==> src/rtl/pic_pkg.sv <==
// Shared encodings for the PIC16F84-compatible reset sequencer.
// Latency: n/a (types and constants only).
// Backpressure: n/a.
package pic_pkg;

    typedef enum logic [2:0] {
        S_HOLD  = 3'd0,
        S_OST   = 3'd1,
        S_PWRT  = 3'd2,
        S_RUN   = 3'd3,
        S_SWRST = 3'd4
    } pic_state_e;

    typedef enum logic [1:0] {
        CAUSE_NONE = 2'b00,
        CAUSE_POR  = 2'b01,
        CAUSE_WDT  = 2'b10,
        CAUSE_EXT  = 2'b11
    } rst_cause_e;

    localparam int MIN_SYNC_STAGES = 2;

    // The core is released only in RUN; every other state, legal or not, holds it.
    function automatic logic holds_core(input pic_state_e s);
        return (s != S_RUN);
    endfunction

endpackage

==> src/rtl/reset_sync.sv <==
// Async-assert / sync-deassert flop chain for a raw reset or other async level.
// Latency: assert immediate, deassert after STAGES rising clk edges.
// Backpressure: none.
module reset_sync #(
    parameter int STAGES = 2
) (
    input  logic clk,
    input  logic rst,
    output logic rst_sync
);

    logic [STAGES-1:0] chain;

    always_ff @(posedge clk or posedge rst) begin
        if (rst) begin
            chain <= '1;
        end else begin
            chain <= chain << 1;
        end
    end

    assign rst_sync = chain[STAGES-1];

endmodule

==> src/rtl/pic_reset_ctl.sv <==
// Reset sequencer for the PIC core: async assert, sync release after OST then PWRT waits.
// Latency: core_reset falls after edge SYNC_STAGES+OST_CYCLES+PWRT_CYCLES; WDT/EXT hold HOLD_CYCLES edges.
// Backpressure: none; wdt_timeout/ext_rst_req are single-cycle pulses, ignored outside RUN.
module pic_reset_ctl
    import pic_pkg::*;
#(
    parameter int SYNC_STAGES = 2,
    parameter int OST_CYCLES  = 8,
    parameter int PWRT_CYCLES = 16,
    parameter int HOLD_CYCLES = 4,
    parameter int CNT_W       = 16
) (
    input  logic       clk,
    input  logic       reset,
    input  logic       wdt_timeout,
    input  logic       ext_rst_req,
    input  logic       cause_clr,
    output logic       core_reset,
    output logic       core_ready,
    output logic [1:0] rst_cause,
    output logic [2:0] state_dbg
);

    localparam logic [CNT_W-1:0] OST_LAST  = CNT_W'(OST_CYCLES - 1);
    localparam logic [CNT_W-1:0] PWRT_LAST = CNT_W'(PWRT_CYCLES - 1);
    localparam logic [CNT_W-1:0] HOLD_LAST = CNT_W'(HOLD_CYCLES - 1);

    logic             rst_sync;
    pic_state_e       state_q;
    pic_state_e       state_d;
    logic [CNT_W-1:0] cnt_q;
    logic [CNT_W-1:0] cnt_d;
    rst_cause_e       cause_q;
    rst_cause_e       cause_d;
    logic             core_reset_d;

    // The state flop leaving S_HOLD is the last synchronizer stage, so the
    // release lands on edge SYNC_STAGES and OST counting starts right there.
    reset_sync #(
        .STAGES (SYNC_STAGES - 1)
    ) u_reset_sync (
        .clk      (clk),
        .rst      (reset),
        .rst_sync (rst_sync)
    );

    always_ff @(posedge clk or posedge reset) begin
        if (reset) begin
            state_q    <= S_HOLD;
            cnt_q      <= '0;
            cause_q    <= CAUSE_POR;
            core_reset <= 1'b1;
            core_ready <= 1'b0;
        end else begin
            state_q    <= state_d;
            cnt_q      <= cnt_d;
            cause_q    <= cause_d;
            core_reset <= core_reset_d;
            core_ready <= ~core_reset_d;
        end
    end

    // Counter is cleared on every transition, so it can never wrap.
    always_comb begin
        state_d = state_q;
        cnt_d   = '0;
        cause_d = cause_q;
        case (state_q)
            S_HOLD: begin
                if (!rst_sync) begin
                    state_d = S_OST;
                end
            end
            S_OST: begin
                if (cnt_q == OST_LAST) begin
                    state_d = S_PWRT;
                end else begin
                    cnt_d = cnt_q + 1'b1;
                end
            end
            S_PWRT: begin
                if (cnt_q == PWRT_LAST) begin
                    state_d = S_RUN;
                end else begin
                    cnt_d = cnt_q + 1'b1;
                end
            end
            S_RUN: begin
                if (wdt_timeout) begin
                    state_d = S_SWRST;
                    cause_d = CAUSE_WDT;
                end else if (ext_rst_req) begin
                    state_d = S_SWRST;
                    cause_d = CAUSE_EXT;
                end else if (cause_clr) begin
                    cause_d = CAUSE_NONE;
                end
            end
            S_SWRST: begin
                if (cnt_q == HOLD_LAST) begin
                    state_d = S_RUN;
                end else begin
                    cnt_d = cnt_q + 1'b1;
                end
            end
            default: begin
                state_d = S_HOLD;
            end
        endcase
    end

    always_comb begin
        core_reset_d = holds_core(state_d);
    end

    assign rst_cause = cause_q;
    assign state_dbg = state_q;

endmodule

==> config.mk <==
export PLATFORM = sky130hd
export DESIGN_NAME = pic_reset_ctl
export DESIGN_NICKNAME = d
export VERILOG_FILES = /design/src/rtl/pic_pkg.sv /design/src/rtl/reset_sync.sv /design/src/rtl/pic_reset_ctl.sv
export SDC_FILE = /design/constraint.sdc
export NUM_CORES = 1
export LEC_CHECK = 0
export ABC_AREA = 1
export CAP_MARGIN = 10
export CORE_UTILIZATION = 41
export CTS_CLUSTER_SIZE = 40
export DETAILED_ROUTE_END_ITERATION = 12
export PLACE_DENSITY = 0.57
export SLEW_MARGIN = 30
export SYNTH_ARGS = -nofsm -noshare
export SYNTH_HDL_FRONTEND = slang
export SYNTH_HIERARCHICAL = 1
export SYNTH_SLANG_ARGS = --single-unit
export TNS_END_PERCENT = 100
==> constraint.sdc <==
create_clock -name clk -period 1.5 [get_ports clk]
set_input_delay 0.45 -clock clk [delete_from_list [all_inputs] [get_ports clk]]
set_output_delay 0.45 -clock clk [all_outputs]
set_load 0.005 [all_outputs]
* Word-level counts from Yosys, hierarchy flattened *
Index checks and enable logic that the tools add are counted.

cells by class
  reductions and logical operators = 3
  add/sub/neg operators = 1
  bitwise logic cells = 1
  magnitude comparators = 0
  multiplexer cells = 14
  equality and inequality tests = 8
  divide/modulo/power cells = 0
  multiply operators = 0
  shifts and indexed selects = 0

operator list
  kind                                                                      number
  16-bit 2-to-1 mux                                                         3
  16-bit one-hot mux with 3 select lines                                    1
  3-bit 2-to-1 mux                                                          6
  16-bit by 1-bit adder with 16-bit output (second input constant)          1
  16-bit by 2-bit equality test with 1-bit output (second input constant)   1
  16-bit by 3-bit equality test with 1-bit output (second input constant)   1
  16-bit by 4-bit equality test with 1-bit output (second input constant)   1
  3-bit one-hot mux with 5 select lines                                     1
  3-bit by 2-bit equality test with 1-bit output (second input constant)    2
  2-bit 2-to-1 mux                                                          3
  3-bit by 1-bit equality test with 1-bit output (second input constant)    1
  3-bit equality test (second input constant)                               1
  3-bit zero test                                                           1
  3-bit by 2-bit inequality test with 1-bit output (second input constant)  1
  3-bit nonzero test                                                        1
  2-bit AND reduction                                                       1
  1-bit inverter                                                            1

storage, ports and cells
  logic and storage cells = 33
  output and inout port bits = 7
  memories = 0
  RAM bits = 0
  register bits = 24
  bits in latches = 0
  bits in read-only memories = 0
  bits of input ports = 5

* Longest topological paths before layout *
Gate-level depths: netlist (run 1).

  depth in word-level cells = 5
  gate-level depth with buffers = 9
  depth with buffers taken out = 9

* By module *
The synthesis (run 1) kept the hierarchy.

modules (own cells, without submodules)
  module         cells an instance  area an instance (µm²)  sequential area each (µm²)  instances
  pic_reset_ctl  174                1,325.0                 578.1                       1
  reset_sync     3                  33.8                    26.3                        1

* Worst setup path after synthesis (run 1) *
Ideal clock, no wire load.

  path kind = register to register
  start point = register cnt_q[0]
  end point = register cnt_q[12]
  data arrival time = 1.255 ns
  stages on the path, launching flop included = 9
  required time = 1.376 ns
  setup time = 0.124 ns
  period minus slack after synthesis = 1.379 ns
  buffers on the path = 0
  setup slack = 0.121 ns
  cell sequence = dfrtp_1 ha_1 nand2_1 nor2_4 nand2_2 nor2_2 nand2_1 o211ai_1 nand2_1

between the ends
  word-level cells in the longest chain between the ends = 3
  elaborated cells on any way between the ends = 8
  classes of those cells = add/sub: 1; eq/ne: 3; mux: 4

ends and longest elaborated chain
  what                                                              RTL line                                                        text
  from (decl)                                                       pic_reset_ctl.sv:31                                             logic [CNT_W-1:0] cnt_q;
  from (signal assigned)                                            pic_reset_ctl.sv:56                                             cnt_q <= cnt_d;
  16-bit by 1-bit adder with 16-bit output (tied with other cells)  pic_reset_ctl.sv:78, pic_reset_ctl.sv:85, pic_reset_ctl.sv:103
  16-bit 2-to-1 mux (on tied branches)                              pic_reset_ctl.sv:100, pic_reset_ctl.sv:75, pic_reset_ctl.sv:82
  16-bit one-hot mux with 3 select lines *                          pic_reset_ctl.sv:68                                             case (state_q)
  named net cnt_d[12]                                               pic_reset_ctl.sv:32                                             logic [CNT_W-1:0] cnt_d;

The timed path passes the listed nets; every way through them passes the cells marked *.
A chain may end at the register's enable or synchronous reset.

* Final worst setup path (run 1) *
  start point = register state_q[1] (netlist: state_dbg[1])
  end point = output state_dbg[1]

RTL lines
  what                    RTL line             text
  from (decl)             pic_reset_ctl.sv:29  pic_state_e state_q;
  from (signal assigned)  pic_reset_ctl.sv:55  state_q <= state_d;
  to (decl)               pic_reset_ctl.sv:21  output logic [2:0] state_dbg

No word-level cell between the ends.

==> results of run 1 <==
-- synth_stat cells --
library cell,instances
a211oi_1,3
a21oi_1,7
a21oi_2,1
buf_4,1
clkinv_1,1
conb_1,1
dfrtp_1,21
dfstp_2,3
ha_1,1
inv_1,16
inv_2,6
nand2_1,42
nand2_2,3
nand3_1,16
nand4_1,2
nor2_1,29
nor2_2,4
nor2_4,2
nor3_2,2
nor3_4,1
nor3b_1,1
o211ai_1,3
o21ai_0,1
o21ai_1,1
o21bai_1,1
o31ai_1,1
xnor2_1,1
xor2_1,6
-- through the flow --
stage	setup WS, ps	cells	hold WS [ps]
2_1_floorplan	121	177	340
3_3_place_gp	18.6	237	463
3_5_place_dp	-66.3	237	482
4_1_cts	36.6	243	440
5_1_grt	-22.7	248	450
6_report	65.0	248	443
-- timing repair --
action,in CTS,in global routing
pin swaps,0,1
setup endpoints to repair,9,8
gates cloned,0,0
gates resized for setup,14,5
buffers inserted,2,5
-- routing by layer --
layer	part of all wire, %	vias up
li1	-	617
met1	46	568
met2	49	15
met3	2.3	6
met4	2.2	0
met5	0	-
-- cell families after synthesis --
group	Yosys count
simple gates	102
buf+inv	24
flops	24
compound gates	18
xor+xnor	7
fa+ha+maj	1
other cells	1
-- where the power goes --
part / total [mW] / internal [mW] / switching (mW)
logic: 0.730 / 0.309 / 0.421
clock network: 0.305 / 0.104 / 0.201
registers: 0.838 / 0.760 / 0.0786
-- cell type report --
class,instances,area (um^2),area share (%)
clock buffers,4,26.3,1.58
flip-flops and latches,24,606,36.5
repair buffers,24,204,12.3
well taps,44,55.1,3.32
multi-input cells,129,683,41.1
inverters,23,86.3,5.20
-- worst max path at each step --
| stage | cells after the start | slack, ps | end |
|---|---|---|---|
| after floorplan | 8 | 120 | cnt_q[12] |
| after global placement | 6 | 20 | rst_cause[0] |
| after detailed placement | 6 | -70 | rst_cause[0] |
| after CTS | 8 | 40 | core_ready |
| after global routing | 8 | -20 | core_ready |
| final | 1 | 60 | state_dbg[1] |
-- state kept, by name, summed over array words and instances, names as in the netlist --
signal                 count
core_reset                 1
core_ready                 1
state_dbg                  3
cnt_q                     16
rst_cause                  2
u_reset_sync/rst_sync      1
==> summary.md, run 1 <==
| Metric | Value |
|---|---|
| Outcome | `finished, final reports clean` |
| Total grt overflow | `0` |
| Mapped Area | `0.00136 mm^2` |
| 1st-iter DRT viols | `30` |
| Critical path buffers and inverters | `1` |
| Total clock sinks | `24` |
| Slowest stage cell, crit path | `dfrtp_1` |
| Hold Crit Class | `input pin to asynchronous set/reset pin` |
| CTS clk-pin slew, worst paths | `130 ps` |
| CP peak stage delay | `410 ps` |
| Most Crowded Layer GR | `met2` |
| R2R depth | `6` |
| Crit path time final | `1440 ps` |
| R2R Setup Slk | `120 ps` |
| H-tree levels | `1` |
| Commonest non-fill, non-tap cell in the layout | `nand2_1` |
| Global-route wire length before repair | `4.94 mm` |
| Register area share after synthesis | `44.5%` |
| Final hold vios | `0` |
| Die X | `59.6 um` |
| Crit Path Max Fanout | `2` |
| Final Net Count | `211` |
| Antenna cells | `0` |
| DRC violations left | `0` |
| Design Area, Final | `0.00166 mm^2` |
| Max clock buf depth | `2` |
| Later-pin clock latency in the skew report | `320 ps` |
| CTS Hold Bufs | `0` |
| Largest net degree at the start of global routing | `24` |
| Fin Setup TNS | `0 ps` |
| Post-DRT Antenna Nets | `0` |
| Most frequent cells in the layout | `nand2_1, nor2_1, dfrtp_1, inv_1, nand3_1` |
| Worst Setup End Kind | `primary output` |
| Main combinational cell family by area after synthesis | `simple AND/OR/NAND/NOR gates` |
| FF+latch count, synth | `24` |
| DP Area | `0.00157 mm^2` |
| Leading area contributor after synthesis | `dfrtp_1` |
| Core area | `0.00310 mm^2` |
| Worst path cell trace | `dlygate4sd2_1` |
| Post-synthesis xor/xnor area fraction | `4.51%` |
| Top cells by area, synth | `dfrtp_1, nand2_1, nor2_1` |
| Multiplexer area fraction after synthesis | `0%` |
| Synth Area in Compound Gates | `8.38%` |
| CTS tree | `built` |
| Worst setup path start | `state_dbg[1]` |
| Netlist cell types | `28` |
| DP HPWL | `2.18 mm` |
| Cell area power density | `1130 mW/mm^2` |
| Die ar. | `0.00355 mm^2` |
| Net Count, Synth | `183` |
| Pins Over Slew Limit | `0` |
| TritonCTS Buffers | `3` |
| Yosys warns | `6` |
| Maximum clock rate | `697 MHz` |
| # fillers | `332` |
| Top-level port count | `12` |
| Tot Pwr | `1.87 mW` |
| DR vias | `1206` |
| Synth Area in Simple Gates | `34.5%` |
| Share of the synthesized area in the top cell type | `38.7%` |
| CP arrival | `990 ps` |
| IO buf count | `11` |
| Final WL | `2.89 mm` |
| Number of cell rows | `20` |
| Worst r2r src | `state_dbg[2]` |
| DRT Pass-1 Iters | `4` |
| Global Route Usage Sum | `18.6%` |
| Global placement routability congestion | `0.813` |
| Max VDD drop | `0.727 mV` |
| Core Util, Final | `53.5%` |
| WS Path Type | `register to primary output` |
| Vias in the first global route | `1174` |
| M1 GR Usage | `22.7%` |
| Final period util | `95.7%` |
| Mean routed wirelength per cell | `11.6 um` |
| Worst Clk Skew | `6.70 ps` |
| Crit Reg-Reg Endpoint | `core_ready` |
| Die height | `59.6 um` |
| Synth Area in Adders | `0.921%` |
| Syn avg cell area | `7.68 um^2` |
| Leakage power | `0.788 nW` |
| Crit start category | `register` |
| Vias/cell | `4.86` |
| Ratio of cells with drive above 1 in the final layout | `21.6%` |
| CP top delay family | `flip-flops` |
| WP data required | `1050 ps` |
| Starting Density | `43.8%` |
| Layout area overhead | `22.2%` |
| Max Cap Violations | `0` |
| CTS Root Cell | `clkbuf_4` |
| Post-synthesis instance total | `177` |
| Count of final setup violators | `0` |
| M2 GR Usage | `31.8%` |
| Initial antenna violation count | `0` |
| Grt met3 use | `4.59%` |
No activity file was read; power rests on OpenSTA's default activity.
==> inputs of run 2 (changes only) <==
- CAP_MARGIN: 10 -> default
- SLEW_MARGIN: 30 -> default
==> results of run 2 <==
No change in the layout: final DEF, timing and power equal those of run 1.
